`src/rtl/lc3b_types.sv`:
```
// Shared LC-3b datapath types, plus the branch prediction queue entry layout.
package lc3b_types;
    typedef logic [15:0] lc3b_word;
    typedef logic [3:0]  lc3b_bht_out;

    typedef struct packed {
        lc3b_word    pc;
        lc3b_bht_out bht;
        logic        pred;
    } lc3b_bpq_entry;

    localparam int BPQ_DEPTH_DEFAULT = 8;
endpackage

```
`src/rtl/branch_pred_queue_if.sv`:
```
// Fetch/resolve side of the branch prediction queue; slave = queue, master = driver.
interface branch_pred_queue_if
    import lc3b_types::*;
#(
    parameter int DEPTH = BPQ_DEPTH_DEFAULT
);
    localparam int CW = $clog2(DEPTH) + 1;

    logic          enq;
    lc3b_word      enq_pc;
    lc3b_bht_out   enq_bht;
    logic          enq_pred;
    logic          resolve;
    logic          resolve_taken;
    logic          flush;

    logic          ld_pred_unit;
    lc3b_word      old_pc;
    lc3b_bht_out   bht_taken;
    logic          taken_in;
    logic          mispredict;
    logic          full;
    logic          empty;
    logic [CW-1:0] count;
    logic [15:0]   stat_resolved;
    logic [15:0]   stat_mispred;

    modport master (
        output enq, enq_pc, enq_bht, enq_pred, resolve, resolve_taken, flush,
        input  ld_pred_unit, old_pc, bht_taken, taken_in, mispredict,
               full, empty, count, stat_resolved, stat_mispred
    );

    modport slave (
        input  enq, enq_pc, enq_bht, enq_pred, resolve, resolve_taken, flush,
        output ld_pred_unit, old_pc, bht_taken, taken_in, mispredict,
               full, empty, count, stat_resolved, stat_mispred
    );
endinterface

```
`src/rtl/branch_pred_queue_stat_counter.sv`:
```
// 16-bit saturating event counter, cleared only by reset.
module bpq_stat_counter (
    input  logic        clk,
    input  logic        rst,
    input  logic        inc,
    output logic [15:0] value
);
    always_ff @(posedge clk) begin
        if (rst)
            value <= 16'd0;
        else if (inc && value != 16'hFFFF)
            value <= value + 16'd1;
    end
endmodule

```
`src/rtl/branch_pred_queue.sv`:
```
// In-order queue of predicted branches; pops on resolve and strobes the predictor update.
// Optional statistics counters are built when BPQ_STATS_EN is defined.
module branch_pred_queue
    import lc3b_types::*;
#(
    parameter int DEPTH = BPQ_DEPTH_DEFAULT
) (
    input  logic clk,
    input  logic rst,
    branch_pred_queue_if.slave bus
);
    localparam int PW = $clog2(DEPTH);
    localparam int CW = PW + 1;

    lc3b_bpq_entry mem [DEPTH];
    logic [PW-1:0] head, tail;
    logic [CW-1:0] count;
    logic          full, empty;
    logic          res_acc, enq_acc, mis_now;
    lc3b_bpq_entry head_e;

    logic          ld_q, mis_q, taken_q;
    lc3b_word      pc_q;
    lc3b_bht_out   bht_q;

    assign full    = (count == CW'(DEPTH));
    assign empty   = (count == '0);
    assign head_e  = mem[head];
    assign res_acc = bus.resolve & ~empty;
    // A resolve in the same cycle frees a slot, so a full queue may still accept.
    assign enq_acc = bus.enq & (~full | res_acc) & ~bus.flush;
    assign mis_now = res_acc & (head_e.pred != bus.resolve_taken);

    always_ff @(posedge clk) begin
        if (enq_acc && !rst)
            mem[tail] <= '{pc: bus.enq_pc, bht: bus.enq_bht, pred: bus.enq_pred};
    end

    always_ff @(posedge clk) begin
        if (rst) begin
            head    <= '0;
            tail    <= '0;
            count   <= '0;
            ld_q    <= 1'b0;
            mis_q   <= 1'b0;
            pc_q    <= '0;
            bht_q   <= '0;
            taken_q <= 1'b0;
        end else begin
            ld_q  <= res_acc;
            mis_q <= mis_now;
            if (res_acc) begin
                pc_q    <= head_e.pc;
                bht_q   <= head_e.bht;
                taken_q <= bus.resolve_taken;
            end
            if (bus.flush) begin
                head  <= '0;
                tail  <= '0;
                count <= '0;
            end else begin
                if (enq_acc) tail <= tail + PW'(1);
                if (res_acc) head <= head + PW'(1);
                count <= count + CW'(enq_acc) - CW'(res_acc);
            end
        end
    end

    assign bus.ld_pred_unit = ld_q;
    assign bus.mispredict   = mis_q;
    assign bus.old_pc       = pc_q;
    assign bus.bht_taken    = bht_q;
    assign bus.taken_in     = taken_q;
    assign bus.full         = full;
    assign bus.empty        = empty;
    assign bus.count        = count;

`ifdef BPQ_STATS_EN
    bpq_stat_counter u_stat_resolved (
        .clk   (clk),
        .rst   (rst),
        .inc   (res_acc),
        .value (bus.stat_resolved)
    );
    bpq_stat_counter u_stat_mispred (
        .clk   (clk),
        .rst   (rst),
        .inc   (mis_now),
        .value (bus.stat_mispred)
    );
`else
    assign bus.stat_resolved = 16'd0;
    assign bus.stat_mispred  = 16'd0;
`endif
endmodule

```
`src/flat_wrapper.sv`:
```
// flat-port wrapper written by rule: the top's interface ports become plain ports
module branch_pred_queue_flat import lc3b_types::*;
#(
    parameter int DEPTH = BPQ_DEPTH_DEFAULT
)
  (clk, rst, bus_enq, bus_enq_pc, bus_enq_bht, bus_enq_pred, bus_resolve, bus_resolve_taken, bus_flush, bus_ld_pred_unit, bus_old_pc, bus_bht_taken, bus_taken_in, bus_mispredict, bus_full, bus_empty, bus_count, bus_stat_resolved, bus_stat_mispred);
  branch_pred_queue_if #(.DEPTH(DEPTH)) bus_i ();
  input  logic clk;
  input  logic rst;
  input wire logic [$bits(bus_i.enq)-1:0] bus_enq;
  input wire logic [$bits(bus_i.enq_pc)-1:0] bus_enq_pc;
  input wire logic [$bits(bus_i.enq_bht)-1:0] bus_enq_bht;
  input wire logic [$bits(bus_i.enq_pred)-1:0] bus_enq_pred;
  input wire logic [$bits(bus_i.resolve)-1:0] bus_resolve;
  input wire logic [$bits(bus_i.resolve_taken)-1:0] bus_resolve_taken;
  input wire logic [$bits(bus_i.flush)-1:0] bus_flush;
  output wire logic [$bits(bus_i.ld_pred_unit)-1:0] bus_ld_pred_unit;
  output wire logic [$bits(bus_i.old_pc)-1:0] bus_old_pc;
  output wire logic [$bits(bus_i.bht_taken)-1:0] bus_bht_taken;
  output wire logic [$bits(bus_i.taken_in)-1:0] bus_taken_in;
  output wire logic [$bits(bus_i.mispredict)-1:0] bus_mispredict;
  output wire logic [$bits(bus_i.full)-1:0] bus_full;
  output wire logic [$bits(bus_i.empty)-1:0] bus_empty;
  output wire logic [$bits(bus_i.count)-1:0] bus_count;
  output wire logic [$bits(bus_i.stat_resolved)-1:0] bus_stat_resolved;
  output wire logic [$bits(bus_i.stat_mispred)-1:0] bus_stat_mispred;
  assign bus_i.enq = bus_enq;
  assign bus_i.enq_pc = bus_enq_pc;
  assign bus_i.enq_bht = bus_enq_bht;
  assign bus_i.enq_pred = bus_enq_pred;
  assign bus_i.resolve = bus_resolve;
  assign bus_i.resolve_taken = bus_resolve_taken;
  assign bus_i.flush = bus_flush;
  assign bus_ld_pred_unit = bus_i.ld_pred_unit;
  assign bus_old_pc = bus_i.old_pc;
  assign bus_bht_taken = bus_i.bht_taken;
  assign bus_taken_in = bus_i.taken_in;
  assign bus_mispredict = bus_i.mispredict;
  assign bus_full = bus_i.full;
  assign bus_empty = bus_i.empty;
  assign bus_count = bus_i.count;
  assign bus_stat_resolved = bus_i.stat_resolved;
  assign bus_stat_mispred = bus_i.stat_mispred;
  branch_pred_queue #(.DEPTH(DEPTH)) u_core (.clk(clk), .rst(rst), .bus(bus_i));
endmodule
```
`config.mk`:
```
export PLATFORM = sky130hd
export DESIGN_NAME = branch_pred_queue_flat
export DESIGN_NICKNAME = d
export VERILOG_FILES = /design/src/rtl/lc3b_types.sv /design/src/rtl/branch_pred_queue_if.sv /design/src/rtl/branch_pred_queue_stat_counter.sv /design/src/rtl/branch_pred_queue.sv /design/src/flat_wrapper.sv
export SDC_FILE = /design/constraint.sdc
export NUM_CORES = 1
export LEC_CHECK = 0
export CAP_MARGIN = 20
export CORE_UTILIZATION = 50
export CTS_CLUSTER_SIZE = 8
export DETAILED_ROUTE_END_ITERATION = 10
export PLACE_DENSITY = 0.75
export SLEW_MARGIN = 20
export SYNTH_ARGS = -nofsm -noshare
export SYNTH_HDL_FRONTEND = slang
export SYNTH_HIERARCHICAL = 1
export SYNTH_SLANG_ARGS = --single-unit
```
`constraint.sdc`:
```
create_clock -name clk -period 6.87 [get_ports clk]
set_input_delay 2.061 -clock clk [delete_from_list [all_inputs] [get_ports clk]]
set_output_delay 2.061 -clock clk [all_outputs]
set_load 0.01 [all_outputs]
```
==> results of run 1 <==
-- stage by stage --
| stage | area, sq um | power [uW] |
|---|---|---|
| finish | 9540 | 2980 |
| global route | 9540 | 3090 |
| CTS | 9540 | 3010 |
| detailed placement | 8690 | 1700 |
| global placement | 8650 | 1700 |
| floorplan | 8110 | 1600 |
-- area by class of cell --
type | count | area [sq um]
tap | 211 | 264
fill | 1134 | 5880
clock buffer | 52 | 812
inverter | 11 | 41.3
sequential | 204 | 5770
clock inverter | 2 | 38.8
multi-input combinational | 243 | 1970
timing repair buffer | 66 | 648
-- power by group through the flow --
| stage | logic [uW] | registers (uW) | clock network (uW) |
|---|---|---|---|
| after floorplan | 177 | 1420 | 0 |
| after global placement | 272 | 1420 | 0 |
| after detailed placement | 280 | 1420 | 0 |
| after CTS | 282 | 1400 | 1330 |
| after global routing | 307 | 1400 | 1380 |
| final | 282 | 1400 | 1300 |
-- routing by layer --
layer  track usage  up-vias  part of all wire
li1              -     1951                 -
met1         0.248     2154              0.43
met2         0.335      136              0.51
met3        0.0295       25             0.042
met4        0.0699        0             0.019
met5             0        -                 0
-- synth_stat cells (2+ instances only) --
master / instances / area [sq um]
edfxtp_1: 168 / 5040
mux2i_1: 86 / 861
a22oi_1: 42 / 315
buf_4: 40 / 300
dfxtp_1: 36 / 721
a32o_1: 20 / 200
nor2_1: 16 / 60.1
inv_1: 10 / 37.5
clkbuf_1: 9 / 33.8
ha_1: 8 / 100
nand2_1: 8 / 30.0
buf_2: 5 / 25.0
a21oi_1: 4 / 20.0
nand2b_1: 4 / 25.0
xor2_1: 3 / 26.3
nor2b_1: 2 / 12.5
xnor2_1: 2 / 17.5
-- state kept, by name (all words and copies together), names as in the netlist, named ones only --
signal	cells
u_core/bus.old_pc	16
u_core/mem	168
u_core/head	3
u_core/bus.ld_pred_unit	1
u_core/bus.taken_in	1
u_core/bus.bht_taken	4
u_core/bus.mispredict	1
u_core/tail	3
u_core/bus.count	4
-- worst min-delay path, stage by stage, from the launching register on --
cell and delay (ns):
dfxtp_1 0.30, nand2_1 0.05, a21oi_1 0.05
-- cells by family (layout without fill, tap and decap cells) --
group           after synthesis  in the layout
flops                       204            204
mux                          86             86
other cells                   1             32
xor+xnor                      5              5
fa+ha+maj                     9              9
compound gates               69             69
buf+inv                      66            131
simple gates                 42             42
-- cells in the final DEF (no fill, tap or decap), types with 2 or more instances in the layout --
| cell | n |
|---|---|
| xnor2_1 | 2 |
| buf_4 | 9 |
| clkbuf_1 | 23 |
| nor2_2 | 4 |
| clkdlybuf4s50_1 | 55 |
| xor2_1 | 3 |
| nand2_1 | 8 |
| inv_1 | 10 |
| clkbuf_16 | 29 |
| nand2b_1 | 4 |
| mux2i_1 | 86 |
| nor3_2 | 2 |
| dfxtp_1 | 35 |
| a21oi_1 | 4 |
| nor2_4 | 3 |
| buf_8 | 2 |
| conb_1 | 32 |
| edfxtp_1 | 168 |
| a32o_1 | 20 |
| nor2b_1 | 2 |
| nor2_1 | 10 |
| a22oi_1 | 42 |
| ha_1 | 8 |
-- worst paths after layout --
| kind | end | cells past startpoint |
|---|---|---|
| max | u_core/mem[2][4]$_DFFE_PP_ | 6 |
| min | u_core/bus.taken_in$_SDFFE_PP0P_ | 2 |
| max reg2reg | u_core/mem[2][4]$_DFFE_PP_ | 7 |
| min reg2reg | u_core/bus.taken_in$_SDFFE_PP0P_ | 2 |
==> impl_metrics.json, run 1 <==
{
  "diodes": 0,
  "maxSlewHeadroom": 0.310,
  "ant_nets": 0,
  "final_nets": 591,
  "setup_ws_ns": 2.45,
  "synth_seq_cells": 204,
  "rsz0062_at_grt": "false",
  "p_clk_frac": 0.436,
  "crit_arrival_ns": 4.63,
  "drt-total-wl_microns": 15300,
  "setup_violations": 0,
  "synthToLayoutAreaGrowth_pct": 19.4,
  "fp.coreArea_sq_um": 15400,
  "clockBufferDepth": 3,
  "power.switching_uw": 643,
  "ys.flop_type": "edfxtp_1",
  "endpoint_kind": "register",
  "worstReg2RegStart": "u_core/bus.count[2]$_SDFF_PP0_",
  "cts_setup_buffers": 0,
  "cts_tree": "done",
  "avgSynthCellArea_sq_um": 16.6,
  "post-route-period-util": 0.643,
  "portBuffers": 55,
  "viasPerCell": 5.41,
  "dpl_worst_slack_ns": 1.92,
  "grt_first_pass_wirelength_microns": 23800,
  "pin_count": 88,
  "seqPwrFrac": 0.470,
  "status": "complete, no violations",
  "yosysWarningCount": 6,
  "fin_crit_ns": 4.42,
  "clock_latency_ns": 0.53,
  "path_delay_family": "simple AND/OR/NAND/NOR gates",
  "clock.fmax_mhz": 226,
  "initial_core_util": 0.518,
  "fp.dieArea_sq_um": 16500,
  "place.gp.congestion": 0.711,
  "worstPathRequired_ns": 7.08,
  "synth_compound_area_frac": 0.0707,
  "overflow": 0,
  "worstSetupStartpointType": "input pin",
  "crit_fanout": 11,
  "hpwl_microns": 8820,
  "power_frac_comb": 0.094,
  "power_density_nw_per_um2": 312,
  "final.setup.tns_ns": 0,
  "die_h_microns": 128,
  "grt_max_degree": 54,
  "worstSetupPathType": "in -> reg",
  "final_max_slew_viol_count": 0,
  "muxShareOfSynthArea": 0.108,
  "htree_num_levels": 1,
  "clk_pin_slew_worst_paths_ns": 0.05,
  "yosysSeqAreaShare": 0.721,
  "hold_start": "u_core/bus.taken_in$_SDFFE_PP0P_",
  "tightest_slew_ns": 1.03,
  "synth-edff-count": 168,
  "slowest_stage": "nor3_2",
  "die_w_microns": 128,
  "p_leak_uw": 0.00305,
  "rows": 45,
  "async_flop_share": 0,
  "syn_area_sq_um": 8000,
  "post_drt_wl_per_cell_microns": 19.3,
  "synth-simple-area-share": 0.0280,
  "clockRootBuffer": "clkbuf_16",
  "synth_top_family_by_area": "multiplexers",
  "grt_pass1_vias": 4407,
  "drc": 0,
  "finalHoldViolations": 0,
  "fin_skew_ns": 0.0178,
  "place_inst": 735,
  "instances_no_fill": 789,
  "hold_buffers": 0,
  "hold_path_class": "reg -> reg",
  "final_util": 0.619,
  "crit_chain": "clkdlybuf4s50_1 -> nand2b_1 -> a211o_4 -> or3b_4 -> nor3_2 -> buf_4",
  "synth_cells": 482,
  "whs_ns": 0.455,
  "path_buf_inv": 2,
  "antenna_found_initial": 0,
  "cap_violations": 0,
  "swShare": 0.216,
  "synth_xor_area_frac": 0.00548,
  "critPathLaunch": "bus_resolve",
  "cts_resized": 0,
  "drive_gt1_frac": 0.100,
  "synthAdderAreaFrac": 0.0150,
  "clock_sink_count": 204,
  "cpPeakStageDelay_ns": 0.79,
  "drtIter0Drc": 231,
  "reg2reg_slack_ns": 3.82,
  "grt_usage": 0.193,
  "ir_worst_vdd_mv": 0.211,
  "yosysUniqueCellTypes": 36,
  "power.internal_uw": 2340,
  "dr.pass1.iters": 4,
  "cts_made_buffers": 29,
  "vias": 4266
}
(Power assumes the default switching activity.)
==> run 2, diff against run 1 <==
--- a/config.mk
+++ b/config.mk
@@ -9,7 +9,7 @@
 export CORE_UTILIZATION = 50
 export CTS_CLUSTER_SIZE = 8
 export DETAILED_ROUTE_END_ITERATION = 10
-export PLACE_DENSITY = 0.75
+export PLACE_DENSITY = 0.78
 export SLEW_MARGIN = 20
 export SYNTH_ARGS = -nofsm -noshare
 export SYNTH_HDL_FRONTEND = slang
==> constraint.sdc (replaced) <==
create_clock -name clk -period 4.05 [get_ports clk]
set_input_delay 1.215 -clock clk [delete_from_list [all_inputs] [get_ports clk]]
set_output_delay 1.215 -clock clk [all_outputs]
set_load 0.01 [all_outputs]
==> run 2 against run 1 <==
Against the previous run: cell count increased by 0.63%; global-route usage fell by 0.12 points; wire length is 0.92% lower; worst hold slack better by 0.010 ns; sequential cell count did not move; cell area rose by 0.13%; critical path depth is 1 lower; clock power is 68% higher; register-to-register slack got worse by 2.2 ns.
==> impl_metrics.json, run 2 (synthesized netlist as in run 1, its figures left out) <==
{
  "ir_worst_vdd_mv": 0.393,
  "hpwl_microns": 8960,
  "drive_gt1_frac": 0.110,
  "die_h_microns": 128,
  "overflow": 0,
  "rsz0062_at_grt": "false",
  "worstReg2RegStart": "u_core/bus.count[2]$_SDFF_PP0_",
  "cts_tree": "done",
  "reg2reg_depth": 12,
  "post-route-period-util": 0.830,
  "layout_common_cells": "edfxtp_1 (168), mux2i_1 (86), clkdlybuf4s50_1 (55), a22oi_1 (42), dfxtp_1 (35)",
  "htree_num_levels": 1,
  "clock.fmax_mhz": 298,
  "endpoint": "bus_empty",
  "drc": 0,
  "final_nets": 597,
  "top_register": "u_core/mem",
  "cts_setup_buffers": 0,
  "pin_count": 88,
  "fin_crit_ns": 3.36,
  "cts_made_buffers": 29,
  "fp.dieArea_sq_um": 16500,
  "crit_fanout": 3,
  "fin_skew_ns": 0.0155,
  "worstPathRequired_ns": 2.83,
  "drt-total-wl_microns": 15100,
  "final.setup.tns_ns": 0,
  "status": "complete, no violations",
  "layout_commonest_cell": "edfxtp_1",
  "critPathLaunch": "u_core/bus.count[2]$_SDFF_PP0_",
  "diodes": 0,
  "ant_nets": 0,
  "clockBufferDepth": 3,
  "reg2reg_slack_ns": 1.59,
  "endpoint_kind": "output port",
  "clk_pin_slew_worst_paths_ns": 0.05,
  "fp.coreArea_sq_um": 15400,
  "grt_pass1_vias": 4423,
  "tightest_slew_ns": 0.999,
  "p_leak_uw": 0.00307,
  "final_max_slew_viol_count": 0,
  "cap_violations": 0,
  "largest_reg_flops": 168,
  "place.gp.congestion": 0.720,
  "r2r_end": "u_core/bus.count[2]$_SDFF_PP0_",
  "worstSetupStartpointType": "register",
  "p_total_uw": 5050,
  "maxSlewHeadroom": 0.334,
  "dr.pass1.iters": 4,
  "portBuffers": 55,
  "die_w_microns": 128,
  "grt_max_degree": 42,
  "cts_resized": 0,
  "viasPerCell": 5.41,
  "drtIter0Drc": 305,
  "clock_sink_count": 204,
  "worstSetupPathType": "reg -> out",
  "vias": 4296,
  "clockRootBuffer": "clkbuf_16",
  "grt_usage": 0.192,
  "grt_first_pass_wirelength_microns": 23900,
  "antenna_found_initial": 0,
  "whs_ns": 0.465,
  "post_drt_wl_per_cell_microns": 19.0,
  "rows": 45,
  "finalHoldViolations": 0,
  "power_density_nw_per_um2": 528,
  "hold_start": "u_core/bus.old_pc[0]$_SDFFE_PP0P_",
  "initial_core_util": 0.518,
  "crit_arrival_ns": 2.15,
  "hold_buffers": 0,
  "clock_latency_ns": 0.53,
  "hold_path_class": "reg -> reg",
  "setup_violations": 0,
  "synthToLayoutAreaGrowth_pct": 19.5
}
-- run 2: worst max-delay path, cell delays in order (launching register included) --
cell and delay [ns]:
dfxtp_1 0.31, inv_1 0.09, ha_1 0.17, or3b_1 0.40, inv_1 0.11, clkdlybuf4s50_1 0.54
-- run 2: worst min-delay path by stage --
| stage | endpoint | depth (start not counted) |
|---|---|---|
| global placement | u_core/bus.taken_in$_SDFFE_PP0P_ | 2 |
| CTS | u_core/bus.old_pc[3]$_SDFFE_PP0P_ | 1 |
| finish | u_core/bus.old_pc[0]$_SDFFE_PP0P_ | 1 |
| floorplan | register | 2 |
| detailed placement | u_core/bus.old_pc[3]$_SDFFE_PP0P_ | 1 |
| global route | u_core/bus.bht_taken[1]$_SDFFE_PP0P_ | 1 |
-- run 2: cell type report --
class | instances | area (sq um)
inverters | 11 | 41.3
flip-flops and latches | 204 | 5770
clock inverters | 1 | 8.76
multi-input cells | 243 | 1960
well taps | 211 | 264
fillers | 1085 | 5870
repair buffers | 72 | 678
clock buffers | 52 | 833
-- run 2: layer usage --
layer | vias up | global-route usage | wire (microns)
li1 | 1972 | - | -
met5 | - | 0 | 0
met4 | 0 | 0.0595 | 289
met3 | 29 | 0.0299 | 775
met1 | 2149 | 0.250 | 6430
met2 | 146 | 0.333 | 7620
-- run 2: stage by stage --
step | setup slack, ns | utilization | cells | area, sq um
2_1_floorplan | 0.163 | - | 513 | 8110
3_3_place_gp | 0.675 | 0.565 | 741 | 8710
3_5_place_dp | 0.597 | 0.565 | 741 | 8710
4_1_cts | 0.665 | 0.619 | 794 | 9560
5_1_grt | 0.596 | 0.619 | 794 | 9560
6_report | 0.690 | 0.619 | 794 | 9560
-- run 2: where the power goes --
group / internal, uW / switching (uW)
Combinational: 240 / 237
Clock: 1370 / 820
Sequential: 2330 / 52.9
Total: 3940 / 1110
==> run 3, diff against run 2 <==
==> constraint.sdc (replaced) <==
create_clock -name clk -period 2.94 [get_ports clk]
set_input_delay 0.882 -clock clk [delete_from_list [all_inputs] [get_ports clk]]
set_output_delay 0.882 -clock clk [all_outputs]
set_load 0.01 [all_outputs]
==> run 3 against run 2 <==
Against the previous run: worst hold slack gained 0.0023 ns; die area stayed put; global-route usage shrank 0.18 points; clock power increased by 39%; combinational power increased by 44%; largest cell class unchanged; count of clock-buffer cells in the layout unchanged; core utilization rose by 0.95 points; critical endpoint is now bus_full; critical path depth decreased by 1; wire length grew 0.85%; total power up 39%; clock skew hardly changed; sequential power up 37%.
==> impl_metrics.json, run 3 (synthesized netlist as in run 1, its figures left out) <==
{
  "final_max_slew_viol_count": 0,
  "drt-total-wl_microns": 15200,
  "critPathLaunch": "u_core/bus.count[2]$_SDFF_PP0_",
  "clock.fmax_mhz": 363,
  "drive_gt1_frac": 0.113,
  "fin_skew_ns": 0.0153,
  "initial_core_util": 0.518,
  "hpwl_microns": 8840,
  "p_leak_uw": 0.00310,
  "top_register": "u_core/mem",
  "worstReg2RegStart": "u_core/bus.count[2]$_SDFF_PP0_",
  "post_drt_wl_per_cell_microns": 19.1,
  "power_density_nw_per_um2": 721,
  "clockBufferDepth": 3,
  "cap_violations": 0,
  "hold_path_class": "reg -> reg",
  "endpoint_kind": "output port",
  "rows": 45,
  "layout_common_cells": "edfxtp_1 (168), mux2i_1 (86), clkdlybuf4s50_1 (54), a22oi_1 (42), dfxtp_1 (35)",
  "use_met2": 0.330,
  "setup_violations": 0,
  "viasPerCell": 5.49,
  "crit_chain": "inv_1 -> ha_1 -> nor3b_2 -> clkdlybuf4s50_1",
  "final_nets": 598,
  "cts_made_buffers": 29,
  "vias": 4371,
  "grt_usage": 0.190,
  "fp.coreArea_sq_um": 15400,
  "cts_tree": "done",
  "clock_latency_ns": 0.53,
  "endpoint": "bus_full",
  "grt_pass1_vias": 4414,
  "r2r_end": "u_core/bus.count[2]$_SDFF_PP0_",
  "pin_count": 88,
  "slowest_stage": "clkdlybuf4s50_1",
  "clock_sink_count": 204,
  "hold_start": "u_core/bus.old_pc[9]$_SDFFE_PP0P_",
  "rsz0062_at_grt": "false",
  "finalHoldViolations": 0,
  "largest_reg_flops": 168,
  "synthToLayoutAreaGrowth_pct": 21.3,
  "drtIter0Drc": 328,
  "drc": 0,
  "setup_ws_ns": 0.182,
  "place.gp.congestion": 0.721,
  "met3_usage": 0.0374,
  "grt_util_met1": 0.235,
  "hold_buffers": 0,
  "overflow": 0,
  "crit_fanout": 3,
  "htree_num_levels": 1,
  "cpPeakStageDelay_ns": 0.58,
  "maxSlewHeadroom": 0.524,
  "p_total_uw": 7000,
  "ant_nets": 0,
  "status": "complete, no violations",
  "grt_max_degree": 70,
  "diodes": 0,
  "die_h_microns": 128,
  "cts_resized": 2,
  "crit_arrival_ns": 1.88,
  "clockRootBuffer": "clkbuf_16",
  "tightest_slew_ns": 0.713,
  "layout_commonest_cell": "edfxtp_1",
  "dpl_worst_slack_ns": -0.101,
  "fp.dieArea_sq_um": 16500,
  "dpl-instance-area_sq_um": 8850,
  "antenna_found_initial": 0,
  "reg2reg_slack_ns": 0.45,
  "worstSetupStartpointType": "register",
  "worstPathRequired_ns": 2.06,
  "die_w_microns": 128,
  "dr.pass1.iters": 5,
  "clk_pin_slew_worst_paths_ns": 0.05,
  "portBuffers": 55,
  "grt_first_pass_wirelength_microns": 23600,
  "cts_setup_buffers": 0,
  "ir_worst_vdd_mv": 0.500,
  "post-route-period-util": 0.938,
  "worstSetupPathType": "reg -> out",
  "fin_crit_ns": 2.76,
  "reg2reg_depth": 12,
  "stdcell_area_sq_um": 9700,
  "grt.busiest_layer": "met2"
}
## run 3: power breakdown
group	switching [uW]	internal, uW
Clock	1120	1920
Combinational	351	337
Sequential	56.0	3210
## run 3: metal layers
metal	vias up	wire, microns
li1	1966	-
met1	2175	6090
met2	198	7700
met3	32	1010
met4	0	440
met5	-	0
## run 3: critical path: cells and delay by family, from the launching register on
family,cells,cell delay (ns)
buffers and inverters,2,0.67
DFF,1,0.31
and+or+nand+nor,1,0.23
adders and majority gates,1,0.14
## run 3: final cells by class
| class | count | area, sq um |
|---|---|---|
| Clock buffer | 52 | 812 |
| Clock inverter | 2 | 38.8 |
| Fill cell | 1093 | 5730 |
| Inverter | 11 | 41.3 |
| Multi-Input combinational cell | 243 | 1970 |
| Sequential cell | 204 | 5770 |
| Tap cell | 211 | 264 |
| Timing Repair Buffer | 73 | 805 |
## run 3: worst min-delay path by stage
stage,cells after the start,to,slack [ns]
finish,1,u_core/bus.old_pc[9]$_SDFFE_PP0P_,0.47
global route,1,u_core/bus.old_pc[3]$_SDFFE_PP0P_,0.49
CTS,1,u_core/bus.old_pc[5]$_SDFFE_PP0P_,0.47
detailed placement,1,u_core/bus.old_pc[5]$_SDFFE_PP0P_,0.46
global placement,2,u_core/bus.taken_in$_SDFFE_PP0P_,0.45
floorplan,2,register,0.45
## run 3: per-stage QoR
| stage | util | hold slack (ns) | cells | TNS, ns |
|---|---|---|---|---|
| global placement | 0.573 | 0.447 | 741 | -0.790 |
| floorplan | - | 0.454 | 513 | -8.63 |
| finish | 0.629 | 0.467 | 796 | 0 |
| CTS | 0.629 | 0.471 | 796 | 0 |
| detailed placement | 0.573 | 0.459 | 742 | -4.68 |
| global route | 0.629 | 0.492 | 796 | 0 |
